===== src/rtl/debounce_scan.sv =====
// Multi-channel debouncer: shared prescaler + round-robin scan FSM, per-channel stability counters.
// Latency: 2 sync cycles + tick wait + (STABLE_CNT-1) tick periods + idx+1 cycles to o_deb/o_rise/o_fall.
// Backpressure: none; i_en=0 freezes tick generation, a started scan always runs to completion.
module debounce_scan #(
  parameter int N_CH        = 4,
  parameter int PRESC_WIDTH = 8,
  parameter int STABLE_CNT  = 4
) (
  input  logic            i_clk,
  input  logic            i_arst_n,
  input  logic [N_CH-1:0] i_sig,
  input  logic            i_en,
  output logic [N_CH-1:0] o_deb,
  output logic [N_CH-1:0] o_rise,
  output logic [N_CH-1:0] o_fall,
  output logic            o_busy
);

  localparam int CW = $clog2(STABLE_CNT) + 1;
  localparam int IW = (N_CH > 1) ? $clog2(N_CH) : 1;
  localparam logic [CW-1:0] CNT_LAST = CW'(STABLE_CNT - 1);
  localparam logic [IW-1:0] IDX_LAST = IW'(N_CH - 1);

  typedef enum logic {IDLE, SCAN} state_t;

  logic [N_CH-1:0]        sync1_q, sync2_q;
  logic [PRESC_WIDTH-1:0] presc_q;
  logic                   tick;
  state_t                 state_q, state_d;
  logic [IW-1:0]          idx_q, idx_d;
  logic [CW-1:0]          cnt_q [N_CH];
  logic [CW-1:0]          cnt_d [N_CH];
  logic [N_CH-1:0]        deb_q, deb_d;
  logic [N_CH-1:0]        rise_q, rise_d;
  logic [N_CH-1:0]        fall_q, fall_d;

  // Two-flop synchronizer on every raw input bit.
  always_ff @(posedge i_clk or negedge i_arst_n) begin
    if (!i_arst_n) begin
      sync1_q <= '0;
      sync2_q <= '0;
    end else begin
      sync1_q <= i_sig;
      sync2_q <= sync1_q;
    end
  end

  // Free-running prescaler, frozen while disabled; wraps naturally at all-ones.
  always_ff @(posedge i_clk or negedge i_arst_n) begin
    if (!i_arst_n) begin
      presc_q <= '0;
    end else if (i_en) begin
      presc_q <= presc_q + PRESC_WIDTH'(1);
    end
  end

  assign tick = i_en && (presc_q == '1);

  // Scan sequencer: a tick in IDLE starts a walk over all channels, one per clock.
  always_comb begin
    state_d = state_q;
    idx_d   = idx_q;
    unique case (state_q)
      IDLE: begin
        if (tick) begin
          state_d = SCAN;
          idx_d   = '0;
        end
      end
      SCAN: begin
        if (idx_q == IDX_LAST) begin
          state_d = IDLE;
          idx_d   = '0;
        end else begin
          idx_d = idx_q + IW'(1);
        end
      end
      default: begin
        state_d = IDLE;
        idx_d   = '0;
      end
    endcase
  end

  // Evaluate the channel under the scan pointer; all other channels hold.
  always_comb begin
    deb_d  = deb_q;
    cnt_d  = cnt_q;
    rise_d = '0;
    fall_d = '0;
    if (state_q == SCAN) begin
      for (int k = 0; k < N_CH; k++) begin
        if (idx_q == IW'(k)) begin
          if (sync2_q[k] == deb_q[k]) begin
            cnt_d[k] = '0;
          end else if (cnt_q[k] == CNT_LAST) begin
            deb_d[k]  = sync2_q[k];
            cnt_d[k]  = '0;
            rise_d[k] = sync2_q[k];
            fall_d[k] = ~sync2_q[k];
          end else begin
            cnt_d[k] = cnt_q[k] + CW'(1);
          end
        end
      end
    end
  end

  // State, pointer, counters and registered outputs.
  always_ff @(posedge i_clk or negedge i_arst_n) begin
    if (!i_arst_n) begin
      state_q <= IDLE;
      idx_q   <= '0;
      deb_q   <= '0;
      rise_q  <= '0;
      fall_q  <= '0;
      for (int k = 0; k < N_CH; k++) begin
        cnt_q[k] <= '0;
      end
    end else begin
      state_q <= state_d;
      idx_q   <= idx_d;
      deb_q   <= deb_d;
      rise_q  <= rise_d;
      fall_q  <= fall_d;
      for (int k = 0; k < N_CH; k++) begin
        cnt_q[k] <= cnt_d[k];
      end
    end
  end

  assign o_deb  = deb_q;
  assign o_rise = rise_q;
  assign o_fall = fall_q;
  assign o_busy = (state_q == SCAN);

endmodule


===== config.mk =====
export PLATFORM = sky130hd
export DESIGN_NAME = debounce_scan
export DESIGN_NICKNAME = d
export VERILOG_FILES = /design/src/rtl/debounce_scan.sv
export SDC_FILE = /design/constraint.sdc
export NUM_CORES = 1
export LEC_CHECK = 0
export BUFFER_PORTS_ARGS = -buffer_cell sky130_fd_sc_hd__buf_2
export CORE_MARGIN = 2
export CORE_UTILIZATION = 50
export CTS_BUF_LIST = sky130_fd_sc_hd__clkbuf_4 sky130_fd_sc_hd__clkbuf_8
export DETAILED_ROUTE_END_ITERATION = 10
export HOLD_SLACK_MARGIN = 0.1
export PLACE_DENSITY = 0.7
export SYNTH_ARGS = -nofsm -noshare
export SYNTH_HDL_FRONTEND = slang
export SYNTH_SLANG_ARGS = --single-unit

===== constraint.sdc =====
create_clock -name i_clk -period 4.9 [get_ports i_clk]
set_clock_uncertainty 0.2 [all_clocks]
set_input_delay 0 -clock i_clk [delete_from_list [all_inputs] [get_ports i_clk]]
set_output_delay 0 -clock i_clk [all_outputs]
set_load 0.02 [all_outputs]

Word level (Yosys, flattened, before mapping) --
Index checks and enable logic that the tools add are counted.
Cells by class: $add $sub $neg 6, equality and inequality tests 13, multiplexer cells 40, bitwise logic cells 9, reductions and logical operators 10
Operators by type and width (count):
- 2-to-1 mux 1 bit | 26
- 2-to-1 mux 3 bit | 8
- AND reduction 4 bit | 4
- adder 3 x 1 -> 3 bit, second input constant | 4
- equality test 3 x 2 -> 1 bit, second input constant | 4
- NOT 1 bit | 9
- adder 8 x 1 -> 8 bit, second input constant | 1
- equality test 8 bit, second input constant | 1
- 2-to-1 mux 4 bit | 2
- AND reduction 2 bit | 4
- equality test 1 bit | 4
- equality test 2 bit, second input constant | 2
- 2-to-1 mux 2 bit | 2
- case mux 2 bit (2 select lines) | 1
- adder 2 x 1 -> 2 bit, second input constant | 1
- equality test 2 x 1 -> 1 bit, second input constant | 1
- logical NOT 2 bit | 1
- != test 2 bit, second input constant | 1
- case mux 1 bit (2 select lines) | 1
- logical AND 1 bit | 1
Word-level totals: register bits 43, input port bits 7, output and inout bits 13, word-level logic and storage cells 93

Depth between registers and ports, before layout --
depth after elaboration 5, mapped depth 5, depth with buffers taken out 5

Least setup slack after synthesis --
No wires, ideal clock.
kind register to register, start register idx_q[0], end register deb_q[0] (netlist: o_deb[0]), setup time 0.125 ns, data arrival time 1.388 ns, slack 3.187 ns, cell stages (with the launch flop) 6, path buffers 0, period minus slack after synthesis 1.713 ns, cell sequence dfrtp_1 inv_1 ha_1 nand2_4 or3_4 mux2_4
Between the ends: cells in the longest elaborated chain, start to end 2
Ends and longest elaborated chain:
- start: declaration | line 30 | logic [IW-1:0] idx_q, idx_d;
- start signal: assignment | line 122 | idx_q <= idx_d;
- logical NOT 2 bit | line 93 | if (idx_q == IW'(k)) begin
- AND reduction 4 bit (no line)
- end signal: assignment | line 114 | deb_q <= '0;
- end signal: assignment | line 123 | deb_q <= deb_d;
- end: declaration | line 33 | logic [N_CH-1:0] deb_q, deb_d;
Every way passes these cells. A chain may end at the register's enable or synchronous reset.

Final worst setup path --
Ends and elaborated chain as after synthesis.

==> impl_results.md <==
- IO buf count: 19
- Post-route antenna net violation count: 0
- Share of the synthesized area in the top cell type: 0.606
- First-pass GRT wire length: 4880 um
- Avg Synthesized Cell Area: 12.3 um2
- Placed Instances: between 200 and 250
- CTS Root Cell: clkbuf_4
- Top-count cell post-synth: dfrtp_1
- CP arrival: 1.87 ns
- R2r worst-path depth: 5
- Core ar.: 3360 um2
- Post-DP Area: 1910 um2
- Initial antenna violation count: 0
- Synth Instances: 144
- CTS tree: done
- Clock sink count: 43
- RSZ-0062 raised after global routing: no
- CP Capture Type: register
- # rows: 21
- Congestion Overflow GR: 0
- Hpwl dp: around 1900 um
- Post-synth EDFFs: 0
- Vias/cell: 5.09
- Max_slew headroom: 0.387
- Ys async rst share: 1.00
- Count of final max-slew check failures: 0
- Iter 0 DRT Violations: between 50 and 60
- Synth warn: 0
- Post-layout util: 0.619
- Routed via count: 1145
- Antenna diode count: 0
- Worst setup path class: reg -> reg
- Clock Path Buffers: 2
- TritonCTS Buffers: 5
- Pwr Total: 0.667 mW
- Worst vdd ir: 0.000262 V
- Residual DRC count: 0
- Synth area leaders: dfrtp_1, ha_1, xnor2_1
- Register area share after synthesis: 0.606
- Wire per inst: 12.1 um
- Synth Flop Type: dfrtp_1
- CP max FO: 5
- GP Congestion: 0.715
- Min Tclk post-route: 1.83 ns
- Die area: 4050 um2
- Critical path cell sequence: inv_1 > ha_1 > nand2_4 > or3_4 > mux2_4
- Worst path max stage delay: ~0.42 ns
- Endpoints failing setup: 0
- Post-route design area: roughly 2100 um2
- Peak Freq: 546 MHz
- GRT Overall Usage: 0.158
- Fin crit share: 0.374
- CP max-delay cell: dfrtp_1
- Largest net degree at the start of global routing: 44
- Drt pass-1 iters: 4
- Outcome: finished clean
- Synthesized flop and latch total: between 40 and 50
- Die span in x: approximately 64 um
- Mapped Nets: 160
- Crit path launch type: register
- Worst hold-check path type: in -> async
- DRT Wirelength: around 2700 um
- Post-route insts no fill: 225
- Largest area contributor in the netlist: dfrtp_1
- Area Overhead vs Synth: 17.3%
- Clock-pin slew on the worst setup and hold paths: 0.12 ns
- Top post-synthesis cells by count: dfrtp_1, nand2_1, ha_1, o21ai_0, nor3b_1
- Io pins: 20
- Clk Latency, worst-skew pair: between 0.3 and 0.4 ns
- Final setup TNS: 0 ns
- # H-tree levels: 2
- Die height: roughly 64 um
- Slew @ Worst Pin: 0.920 ns
- Number of global-route vias before repair: 1140
- Critical path required time: 4.94 ns
- Max Cap Viol: 0
- NumNets Final: 194
- Synth unique cells: 26
- Initial core utilization: 0.528
- Final hold vios: 0
- Synth Cell Area: roughly 1800 um2
- Power per cell area: 320 nW/um2
- Post-CTS sizing: 0
- Layout cell share with drive strength beyond 1: 0.218
- Leak Pwr: roughly 1.0 nW
[layout make-up]
class	count	area, um2
Sequential cell	43	1080
Multi-Input combinational cell	92	656
Tap cell	46	57.6
Timing Repair Buffer	29	195
Inverter	7	26.3
Clock buffer	8	72.6
Fill cell	288	1280
[metal layers]
metal	up-vias	track usage	part of all wire
met5	-	0	0
met4	0	0.0571	0.023
met3	7	0.0554	0.039
met2	17	0.278	0.51
met1	568	0.174	0.43
li1	553	-	-
[per-stage QoR]
step / hold WS, ns / setup WS (ns)
after global routing: 0.182 / 3.00
after global placement: -0.0918 / 3.14
after floorplan: -0.496 / 3.19
after CTS: 0.138 / 3.05
final: 0.119 / 3.07
after detailed placement: -0.0902 / 3.08
[kinds of logic after synthesis]
family / synth area share
muxes: 0.0401
AOI/OAI and AO/OA: 0.0620
adders and majority gates: 0.0634
and+or+nand+nor: 0.149
buffers and inverters: 0.0254
xor gates and xnor gates: 0.0542
DFF: 0.606
[worst paths after layout]
| check | start | endpoint | slack, ns |
|---|---|---|---|
| max | idx_q[0] | o_deb[0] | 3.07 |
| min in group i_clk | sync1_q[1] | sync2_q[1] | 0.16 |
| max reg2reg | idx_q[0] | o_deb[0] | 3.07 |
| min | i_arst_n | o_fall[3] | 0.12 |
| min reg2reg | sync1_q[1] | sync2_q[1] | 0.16 |
| max in group asynchronous | i_arst_n | idx_q[1] | 3.80 |
[registers in the layout, summed over array words and instances, names as in the netlist]
| register | flops |
|---|---|
| cnt_q | 12 |
| idx_q | 2 |
| o_busy | 1 |
| o_deb | 4 |
| o_fall | 4 |
| o_rise | 4 |
| presc_q | 8 |
| sync1_q | 4 |
| sync2_q | 4 |
[timing repair]
action                     CTS  global route
setup endpoints to repair    0             0
hold buffers                10             0
buffers inserted             0             0
hold endpoints to repair    57             0
[worst max-delay path, delay by kind of cell (launching register included)]
kind | cells | cell delay (ns)
muxes | 1 | 0.30
buffers and inverters | 1 | 0.13
adders and majority gates | 1 | 0.23
DFF | 1 | 0.42
and+or+nand+nor | 2 | 0.45
[cells in the final DEF, fill, tap and decap left out, types with 5 or more instances in the layout]
| cell type | count |
|---|---|
| ha_1 | 9 |
| inv_1 | 7 |
| mux2_2 | 5 |
| xnor2_1 | 7 |
| dlygate4sd3_1 | 10 |
| nand3_1 | 7 |
| nand2_1 | 15 |
| o21ai_0 | 9 |
| clkbuf_4 | 6 |
| buf_2 | 19 |
| nor3b_1 | 8 |
| dfrtp_1 | 43 |
[power breakdown]
| part | switching, mW | internal, mW | total, mW |
|---|---|---|---|
| Sequential | 0.0271 | 0.385 | 0.412 |
| Clock | 0.103 | 0.0900 | 0.193 |
| Combinational | 0.0279 | 0.0344 | 0.0623 |
| Total | 0.157 | 0.510 | 0.667 |
No activity file was read; power rests on OpenSTA's default activity.
